File: config.mk
export PLATFORM = sky130hd
export DESIGN_NAME = imm_gen_stage
export DESIGN_NICKNAME = d
export VERILOG_FILES = /design/src/rtl/imm_gen_pkg.sv /design/src/rtl/imm_decode.sv /design/src/rtl/imm_gen_stage.sv
export SDC_FILE = /design/constraint.sdc
export NUM_CORES = 1
export LEC_CHECK = 0
export BUFFER_PORTS_ARGS = -buffer_cell sky130_fd_sc_hd__buf_4
export CAP_MARGIN = 5
export CORE_MARGIN = 2
export CORE_UTILIZATION = 48
export DETAILED_ROUTE_END_ITERATION = 10
export PLACE_DENSITY = 0.78
export REMOVE_ABC_BUFFERS = 1
export SYNTH_ARGS = -nofsm -noshare
export SYNTH_HDL_FRONTEND = slang
export SYNTH_SLANG_ARGS = --single-unit
File: constraint.sdc
create_clock -name clk -period 1.9 [get_ports clk]
set_input_delay 0.285 -clock clk [delete_from_list [all_inputs] [get_ports clk]]
set_output_delay 0.285 -clock clk [all_outputs]
set_load 0.01 [all_outputs]
File: src/rtl/imm_gen_pkg.sv
// Shared types and opcode constants for the decode-stage immediate generator.
package imm_gen_pkg;

    // Immediate format reported alongside every decoded result.
    typedef enum logic [2:0] {
        FMT_NONE  = 3'd0,
        FMT_R     = 3'd1,
        FMT_I     = 3'd2,
        FMT_SHIFT = 3'd3,
        FMT_S     = 3'd4,
        FMT_B     = 3'd5,
        FMT_U     = 3'd6,
        FMT_J     = 3'd7
    } imm_fmt_t;

    // Major opcodes (instruction[6:0]) that carry or imply an immediate.
    localparam logic [6:0] OP_IMM    = 7'b0010011;
    localparam logic [6:0] OP_LOAD   = 7'b0000011;
    localparam logic [6:0] OP_JALR   = 7'b1100111;
    localparam logic [6:0] OP_STORE  = 7'b0100011;
    localparam logic [6:0] OP_BRANCH = 7'b1100011;
    localparam logic [6:0] OP_LUI    = 7'b0110111;
    localparam logic [6:0] OP_AUIPC  = 7'b0010111;
    localparam logic [6:0] OP_JAL    = 7'b1101111;
    localparam logic [6:0] OP_REG    = 7'b0110011;

    // funct3 values that turn an OP_IMM instruction into a shift.
    localparam logic [2:0] F3_SLLI = 3'b001;
    localparam logic [2:0] F3_SRXI = 3'b101;

endpackage

File: src/rtl/imm_decode.sv
// Combinational RV32I/RV64I immediate decoder: instruction -> sign-extended
// immediate, format code and an "unsupported opcode" flag.
module imm_decode
    import imm_gen_pkg::*;
#(
    parameter int DATA_WIDTH = 32,
    parameter int SUPPORT_UJ = 1,
    parameter int SHAMT_ZEXT = 1
) (
    input  logic [31:0]           instruction_i,
    output logic [DATA_WIDTH-1:0] immediate_o,
    output imm_fmt_t              imm_fmt_o,
    output logic                  unsupported_o
);

    logic [6:0]  opcode;
    logic [2:0]  funct3;
    logic        sign;
    logic [31:0] i_imm;
    logic [31:0] s_imm;
    logic [31:0] b_imm;
    logic [31:0] u_imm;
    logic [31:0] j_imm;
    logic [31:0] shamt;
    logic [31:0] raw32;

    assign opcode = instruction_i[6:0];
    assign funct3 = instruction_i[14:12];
    assign sign   = instruction_i[31];

    // Every format's value fits in 32 bits as a signed number; widening to
    // DATA_WIDTH is a single sign extension at the output.
    assign i_imm = {{20{sign}}, instruction_i[31:20]};
    assign s_imm = {{20{sign}}, instruction_i[31:25], instruction_i[11:7]};
    assign b_imm = {{19{sign}}, instruction_i[31], instruction_i[7],
                    instruction_i[30:25], instruction_i[11:8], 1'b0};
    assign u_imm = {instruction_i[31:12], 12'b0};
    assign j_imm = {{11{sign}}, instruction_i[31], instruction_i[19:12],
                    instruction_i[20], instruction_i[30:21], 1'b0};

    // RV64 shifts use a 6-bit shamt, RV32 a 5-bit one; both are non-negative
    // so the common sign extension below leaves them zero-extended.
    always_comb begin
        shamt = '0;
        if (DATA_WIDTH == 64) begin
            shamt = {26'b0, instruction_i[25:20]};
        end else begin
            shamt = {27'b0, instruction_i[24:20]};
        end
    end

    // Select the format and its raw 32-bit signed value from the opcode.
    always_comb begin
        raw32         = '0;
        imm_fmt_o     = FMT_NONE;
        unsupported_o = 1'b0;
        case (opcode)
            OP_IMM: begin
                if ((SHAMT_ZEXT != 0) && ((funct3 == F3_SLLI) || (funct3 == F3_SRXI))) begin
                    imm_fmt_o = FMT_SHIFT;
                    raw32     = shamt;
                end else begin
                    imm_fmt_o = FMT_I;
                    raw32     = i_imm;
                end
            end
            OP_LOAD, OP_JALR: begin
                imm_fmt_o = FMT_I;
                raw32     = i_imm;
            end
            OP_STORE: begin
                imm_fmt_o = FMT_S;
                raw32     = s_imm;
            end
            OP_BRANCH: begin
                imm_fmt_o = FMT_B;
                raw32     = b_imm;
            end
            OP_LUI, OP_AUIPC: begin
                if (SUPPORT_UJ != 0) begin
                    imm_fmt_o = FMT_U;
                    raw32     = u_imm;
                end else begin
                    unsupported_o = 1'b1;
                end
            end
            OP_JAL: begin
                if (SUPPORT_UJ != 0) begin
                    imm_fmt_o = FMT_J;
                    raw32     = j_imm;
                end else begin
                    unsupported_o = 1'b1;
                end
            end
            OP_REG: begin
                imm_fmt_o = FMT_R;
            end
            default: begin
                unsupported_o = 1'b1;
            end
        endcase
    end

    // Sign extension replicates instruction[31] (bit 31 of raw32) upward.
    assign immediate_o = DATA_WIDTH'($signed(raw32));

endmodule

File: src/rtl/imm_gen_stage.sv
// Decode-stage immediate generator: combinational decode feeding an output
// register backed by one skid entry, with flush and synchronous reset.
//
// Handshake: a transfer happens on a rising clk edge where valid and ready
// are both 1. in_ready depends only on rst_n and the skid entry, never on
// in_valid; out_valid/data stay stable while out_valid is 1 and out_ready is 0.
module imm_gen_stage
    import imm_gen_pkg::*;
#(
    parameter int DATA_WIDTH = 32,
    parameter int SUPPORT_UJ = 1,
    parameter int SHAMT_ZEXT = 1
) (
    input  logic                  clk,
    input  logic                  rst_n,
    input  logic                  flush,
    input  logic                  in_valid,
    output logic                  in_ready,
    input  logic [31:0]           instruction,
    input  logic [DATA_WIDTH-1:0] pc_in,
    output logic                  out_valid,
    input  logic                  out_ready,
    output logic [DATA_WIDTH-1:0] immediate,
    output logic [2:0]            imm_fmt,
    output logic [DATA_WIDTH-1:0] pc_out,
    output logic                  unsupported
);

    logic [DATA_WIDTH-1:0] dec_imm;
    imm_fmt_t              dec_fmt;
    logic                  dec_unsup;

    imm_decode #(
        .DATA_WIDTH (DATA_WIDTH),
        .SUPPORT_UJ (SUPPORT_UJ),
        .SHAMT_ZEXT (SHAMT_ZEXT)
    ) u_decode (
        .instruction_i (instruction),
        .immediate_o   (dec_imm),
        .imm_fmt_o     (dec_fmt),
        .unsupported_o (dec_unsup)
    );

    // Output register (head of the stage).
    logic                  out_valid_q, out_valid_d;
    logic [DATA_WIDTH-1:0] out_imm_q,   out_imm_d;
    imm_fmt_t              out_fmt_q,   out_fmt_d;
    logic [DATA_WIDTH-1:0] out_pc_q,    out_pc_d;
    logic                  out_unsup_q, out_unsup_d;

    // Skid entry: holds the one instruction accepted while the head stalled.
    logic                  skid_valid_q, skid_valid_d;
    logic [DATA_WIDTH-1:0] skid_imm_q,   skid_imm_d;
    imm_fmt_t              skid_fmt_q,   skid_fmt_d;
    logic [DATA_WIDTH-1:0] skid_pc_q,    skid_pc_d;
    logic                  skid_unsup_q, skid_unsup_d;

    logic accept;
    logic out_free;

    assign in_ready = rst_n & ~skid_valid_q;
    // A flush drops the same-cycle instruction even when in_ready is high.
    assign accept   = in_valid & in_ready & ~flush;
    // Head can take a new entry when empty or leaving this cycle.
    assign out_free = ~out_valid_q | out_ready;

    // Next-state for head and skid entry; data holds unless overwritten.
    always_comb begin
        out_valid_d  = out_valid_q;
        out_imm_d    = out_imm_q;
        out_fmt_d    = out_fmt_q;
        out_pc_d     = out_pc_q;
        out_unsup_d  = out_unsup_q;
        skid_valid_d = skid_valid_q;
        skid_imm_d   = skid_imm_q;
        skid_fmt_d   = skid_fmt_q;
        skid_pc_d    = skid_pc_q;
        skid_unsup_d = skid_unsup_q;

        if (flush) begin
            // Invalidate both entries; data keeps stale values.
            out_valid_d  = 1'b0;
            skid_valid_d = 1'b0;
        end else if (skid_valid_q) begin
            // Skid full implies head full and in_ready low: only a drain
            // can happen, after which the skid entry moves up.
            if (out_ready) begin
                out_valid_d  = 1'b1;
                out_imm_d    = skid_imm_q;
                out_fmt_d    = skid_fmt_q;
                out_pc_d     = skid_pc_q;
                out_unsup_d  = skid_unsup_q;
                skid_valid_d = 1'b0;
            end
        end else if (accept) begin
            if (out_free) begin
                // Head empty or draining: new entry bypasses the skid.
                out_valid_d = 1'b1;
                out_imm_d   = dec_imm;
                out_fmt_d   = dec_fmt;
                out_pc_d    = pc_in;
                out_unsup_d = dec_unsup;
            end else begin
                skid_valid_d = 1'b1;
                skid_imm_d   = dec_imm;
                skid_fmt_d   = dec_fmt;
                skid_pc_d    = pc_in;
                skid_unsup_d = dec_unsup;
            end
        end else if (out_ready) begin
            out_valid_d = 1'b0;
        end
    end

    // State registers with synchronous active-low reset clearing everything.
    always_ff @(posedge clk) begin
        if (!rst_n) begin
            out_valid_q  <= 1'b0;
            out_imm_q    <= '0;
            out_fmt_q    <= FMT_NONE;
            out_pc_q     <= '0;
            out_unsup_q  <= 1'b0;
            skid_valid_q <= 1'b0;
            skid_imm_q   <= '0;
            skid_fmt_q   <= FMT_NONE;
            skid_pc_q    <= '0;
            skid_unsup_q <= 1'b0;
        end else begin
            out_valid_q  <= out_valid_d;
            out_imm_q    <= out_imm_d;
            out_fmt_q    <= out_fmt_d;
            out_pc_q     <= out_pc_d;
            out_unsup_q  <= out_unsup_d;
            skid_valid_q <= skid_valid_d;
            skid_imm_q   <= skid_imm_d;
            skid_fmt_q   <= skid_fmt_d;
            skid_pc_q    <= skid_pc_d;
            skid_unsup_q <= skid_unsup_d;
        end
    end

    assign out_valid   = out_valid_q;
    assign immediate   = out_imm_q;
    assign imm_fmt     = out_fmt_q;
    assign pc_out      = out_pc_q;
    assign unsupported = out_unsup_q;

endmodule

; ---- Word level (Yosys, flattened, before mapping)
; Cells that the tools add are included.
[word_totals]
input_bits = 69
output_inout_bits = 70
elab_cells = 73
reg_bits = 138
[classes]
reduce_logical = 11
muxes = 30
bitwise_logic = 9
eq_ne = 13
[op_table]
columns = operator, count
row1 = 32-bit two-way mux, 9
row2 = 32-bit one-hot mux with 6 select lines, 1
row3 = 7-bit by 6-bit equality test with 1-bit output (second input constant), 3
row4 = 7-bit equality test (second input constant), 3
row5 = 3-bit one-hot mux with 7 select lines, 1
row6 = 1-bit two-way mux, 15
row7 = 7-bit by 5-bit equality test with 1-bit output (second input constant), 2
row8 = 3-bit two-way mux, 4
row9 = 9-bit OR reduction, 1
row10 = 4-bit AND reduction, 2
row11 = 7-bit by 2-bit equality test with 1-bit output (second input constant), 1
row12 = 2-bit nonzero test, 3
row13 = 2-bit OR reduction, 3
row14 = 1-bit NOT, 5
row15 = 1-bit bitwise AND, 3
row16 = 3-bit by 1-bit equality test with 1-bit output (second input constant), 1
row17 = 3-bit equality test (second input constant), 1
row18 = 3-bit by 2-bit != test with 1-bit output (second input constant), 1
row19 = 3-bit AND reduction, 1
row20 = 2-bit != test (second input constant), 1
row21 = 1-bit logical OR, 1
row22 = 1-bit OR, 1

; ---- Depth between registers and ports, before layout
[logic_depth]
depth_word = 7
depth_mapped = 8
mapped_depth_nobuf = 5

; ---- Cells and area by module
; Synthesis repeated with hierarchy kept, for this count alone.
[unflattened]
hier_cells = 721
area_unflattened_um2 = 6729.0
[modules_own_cells]
columns = mod, area_per_inst_um2, cells_per_inst, instances, seq_area_each_um2
row1 = imm_gen_stage, 6155.9, 635, 1, 2762.6
row2 = imm_decode, 573.0, 86, 1, 0.0

; ---- Worst setup path after synthesis
; OpenSTA, ideal clock, no wires.
[synth_path]
path_kind = input port to flip-flop
startpoint = input port instruction[5]
endpoint = register out_imm_q[31] (netlist: immediate[31])
slack_ns = 0.006
path_buffers = 1
cell_stages = 6
t_arrival_ns = 1.820
required_ns = 1.826
setup_ns = 0.074
cell_sequence = buf_6 > or4_4 > or2_1 > and3_1 > or4_1 > a31oi_1
[synth_between]
elab_chain_len = 6
elab_cells_between_ends = 14
cone_classes = eq/ne: 8 / mux: 4 / reduce/logical: 2
[synth_lines]
columns = item, line
row1 = "start, declared", imm_gen_stage.sv:19  ; input logic [31:0] instruction,
row2 = 7-bit by 6-bit equality test with 1-bit output (tied with other cells), imm_decode.sv:57  ; case (opcode)
row3 = 2-bit OR reduction, imm_decode.sv:57
row4 = 32-bit one-hot mux with 6 select lines *, imm_decode.sv:57
row5 = 32-bit two-way mux *, imm_gen_stage.sv:96  ; if (out_free) begin
row6 = 32-bit two-way mux *, imm_gen_stage.sv:95  ; end else if (accept) begin
row7 = 32-bit two-way mux *, imm_gen_stage.sv:84  ; end else if (skid_valid_q) begin
row8 = "end signal, assigned", imm_gen_stage.sv:130  ; out_imm_q <= out_imm_d;
row9 = "end, declared", imm_gen_stage.sv:46  ; logic [DATA_WIDTH-1:0] out_imm_q, out_imm_d;
; Mark *: on every way between the ends. The rest lies on a longest branch, timed or not. The select of a mux whose other input is x is not followed.
; A chain may end at the register's enable or synchronous reset.

; ---- Worst setup path in the final report
[layout_path]
startpoint = register skid_valid_q
endpoint = output port in_ready
[layout_between]
elab_chain_len = 2
[layout_lines]
columns = item, line
row1 = "start, declared", imm_gen_stage.sv:52  ; logic skid_valid_q, skid_valid_d;
row2 = "start signal, assigned", imm_gen_stage.sv:134  ; skid_valid_q <= skid_valid_d;
row3 = 1-bit NOT (no source line), n/a
row4 = 1-bit bitwise AND, imm_gen_stage.sv:61  ; assign in_ready = rst_n & ~skid_valid_q;
row5 = "end, declared", imm_gen_stage.sv:18  ; output logic in_ready,
; Every way passes these cells.

==> key figures <==
Run status
  – Outcome: finished clean

Clock tree
  – Max clock buf depth: 2
  – Clock sinks: around 140
  – Cts hold-fix bufs: 0
  – CTS root buf: clkbuf_16
  – Post-CTS Setup Bufs: 0
  – CTS H-tree lvls: 4
  – CTS clk-pin slew, worst paths: ~0.060 ns
  – Clk_lat worst skew: around 0.42 ns
  – CTS tree: built
  – Inserted Clock Buffers: 17

Floorplan
  – Initial Util: 0.486
  – Die H: roughly 110 µm
  – Die Wd: ~110 µm
  – Full die area: 13000 µm²
  – Total core area: ~12000 µm²
  – I/O pin count: around 140
  – FP Rows: 40

Setup path
  – Buffers and inverters on the worst path: 2
  – R2r startpoint: skid_valid_q$_SDFF_PP0_
  – CP delay by family, top: buffers and inverters
  – Slowest stage delay, CP: approximately 0.4 ns
  – WP depth: 3
  – Crit path to: in_ready
  – Worst Setup SP: skid_valid_q$_SDFF_PP0_
  – Crit path arrival time: 1.53 ns
  – Worst setup EP type: output port
  – Worst EP required: between 1.5 and 2 ns
  – FF-to-FF path depth: 4
  – Critical-path maximum fanout: 39
  – Critical-path cell list: buf_6 -> nor2_1 -> buf_4
  – Crit Path Category: reg2out
  – R2R Setup Slk: 0.12 ns
  – Startpoint types: flop
  – Worst-path cell with the longest stage delay: buf_6
  – RR Endpoint: skid_imm_q[25]$_SDFFE_PN0P_

Yosys
  – Seq cells post-synth: between 100 and 150
  – Avg Cell Area, Syn: between 8 and 9 µm²
  – YS warnings: 0
  – Distinct cells, synth: 44
  – Asr flop ratio synth: 0
  – EDFF count, synth: 0
  – Synthesized instance count: approximately 690
  – Seq/Total Area, Yosys: 0.477
  – Synth Cell Area: between 5000 and 6000 µm²
  – Synth Flop Type: dfxtp_1

GRT
  – Antenna violations before repair: 0
  – Grt total ovfl: 0
  – Total GRT Usage: 0.242
  – First-pass GRT wire length: about 25 mm
  – Vias in the first global route: slightly above 5000
  – Largest net degree at the start of global routing: 50

Detailed routing
  – Post-route DRC: 0
  – Via count: about 5600
  – Total iterations of the first detailed-routing run: 7
  – Routed vias/inst: about 5.8
  – Drt initial violations: 628
  – Drt total wl: approximately 16 mm
  – Antenna-violating nets left: 0
  – Wirelength per Cell: between 15 and 20 µm

Timing
  – Rel. slew slack: 0.640
  – RSZ-0062 raised after global routing: no
  – Setup ws final: roughly 0.08 ns
  – Minimum clock period: 1.82 ns
  – Fin. max-slew vios: 0
  – Slew @ Worst Pin: between 0.5 and 0.6 ns
  – Layout Skew: between 0.003 and 0.004 ns
  – Final setup violating endpoints: 0
  – Fin. Hold Viols: 0
  – Fmax: 0.550 GHz
  – Final period utilization: 0.958
  – Final hold slack: 0.0682 ns

Finish
  – Filler cell count: 1015
  – Share of cells above drive strength 1: 0.255
  – Most common cell after layout, fill and taps aside: buf_4
  – P&R area growth vs syn: 32.0%
  – Fin cells: roughly 1000
  – Diode count: 0
  – NumNets Final: slightly below 900
  – Util after Layout: 0.642
  – Most frequent cells in the layout: 165 x buf_4, 137 x dfxtp_1, 113 x nand2_1, 95 x a21oi_1, 45 x nor2_1
  – Seq. cell area: ~2800 µm²
  – Area occupied by multi-input gates: around 2800 µm²

Flow run
  – Max-cap check violation count: 0

Pwr
  – VDD IR-drop max: roughly 0.67 mV
  – PD cells: approximately 900 nW/µm²
  – Static leakage: slightly below 0.003 µW

Placement
  – Gp weighted congestion: between 0.8 and 0.9
  – DP Wirelength: roughly 11 mm
  – Worst slack at placement: -0.200 ns
  – Placed Instances: ~940
  – IO buf count: between 100 and 150

Hold path
  – Tightest Hold Check Type: in2reg
==> cells by family after synthesis <==
kind of cell,Yosys count,share of synthesized area
AND/OR/NAND/NOR,225,0.180
AO/OA/AOI/OAI,228,0.243
XOR/XNOR,1,0.00151
buffers and inverters,65,0.0441
flip-flops,138,0.477
multiplexers,32,0.0553
==> timing repair <==
action / in CTS / in global routing
gates cloned: 0 / 0
endpoints found under the setup margin: 12 / 19
gates resized for setup: 2 / 3
==> sequential cells by signal, summed over array words and instances (netlist names) <==
name          flops
imm_fmt           3
immediate        32
out_valid         1
pc_out           32
skid_fmt_q        3
skid_imm_q       32
skid_pc_q        32
skid_unsup_q      1
skid_valid_q      1
unsupported       1
==> worst register-to-register path, cell delays in order, from the launching register on <==
cell,delay (ns)
dfxtp_2,0.35
nand2b_1,0.19
or3_1,0.47
nor2_2,0.48
a21oi_1,0.15
==> final cells by class <==
class | instances | share of cell area
clock inverter | 13 | 0.0165
timing repair buffer | 169 | 0.171
tap | 147 | 0.0241
sequential | 138 | 0.362
clock buffer | 19 | 0.0593
inverter | 3 | 0.00147
multi-input combinational | 486 | 0.366
==> per-stage QoR <==
step / total power [µW] / area, µm² / TNS, ns
final: 6900 / 7640 / 0
after global routing: 7140 / 7640 / 0
after CTS: 6930 / 7630 / 0
after detailed placement: 3740 / 7050 / -3.66
after global placement: 3720 / 7050 / -1.48
after floorplan: 3360 / 5550 / -627.12
==> routing by layer <==
metal  GRT usage  share of wire
met2       0.386           0.47
met3      0.0632          0.082
met1       0.319           0.44
met4      0.0878          0.016
met5           0              0
==> worst min-delay path by stage <==
stage / cells after the start / startpoint / endpoint
2_1_floorplan: 1 / out_ready / skid_valid_q$_SDFF_PP0_
3_3_place_gp: 2 / immediate[3]$_SDFFE_PN0P_ / immediate[3]$_SDFFE_PN0P_
3_5_place_dp: 2 / skid_imm_q[11]$_SDFFE_PN0P_ / skid_imm_q[11]$_SDFFE_PN0P_
4_1_cts: 2 / out_ready / skid_valid_q$_SDFF_PP0_
5_1_grt: 2 / out_ready / skid_valid_q$_SDFF_PP0_
6_report: 2 / out_ready / skid_valid_q$_SDFF_PP0_
==> cells in the mapped netlist (all sizes together) (2+ instances only) <==
cell / number / area [µm²]
a211oi: 33 / 248
a21oi: 95 / 475
a21o: 6 / 45.0
o21ai: 33 / 165
dfxtp: 138 / 2760
o211ai: 28 / 210
nand2: 113 / 424
clkbuf: 56 / 210
nand2b: 5 / 31.3
a31oi: 7 / 43.8
mux2i: 32 / 320
nand4b: 2 / 17.5
nor3: 9 / 45.0
a32o: 6 / 60.1
nor2b: 3 / 18.8
o22ai: 3 / 18.8
nor3b: 6 / 45.0
nand3: 4 / 20.0
o31ai: 2 / 15.0
or4: 24 / 184
nor2: 49 / 184
and3: 2 / 12.5
nand3b: 2 / 15.0
o21bai: 4 / 30.0
inv: 2 / 7.51
a32oi: 4 / 35.0
buf: 6 / 33.8
and2: 2 / 12.5
a22oi: 2 / 15.0
==> where the power goes <==
part	switching [µW]	total [µW]	internal [µW]
Combinational	341	654	313
Sequential	48.2	3030	2980
Clock	1230	3210	1980
Note: power is estimated with default switching activity, not from simulation.
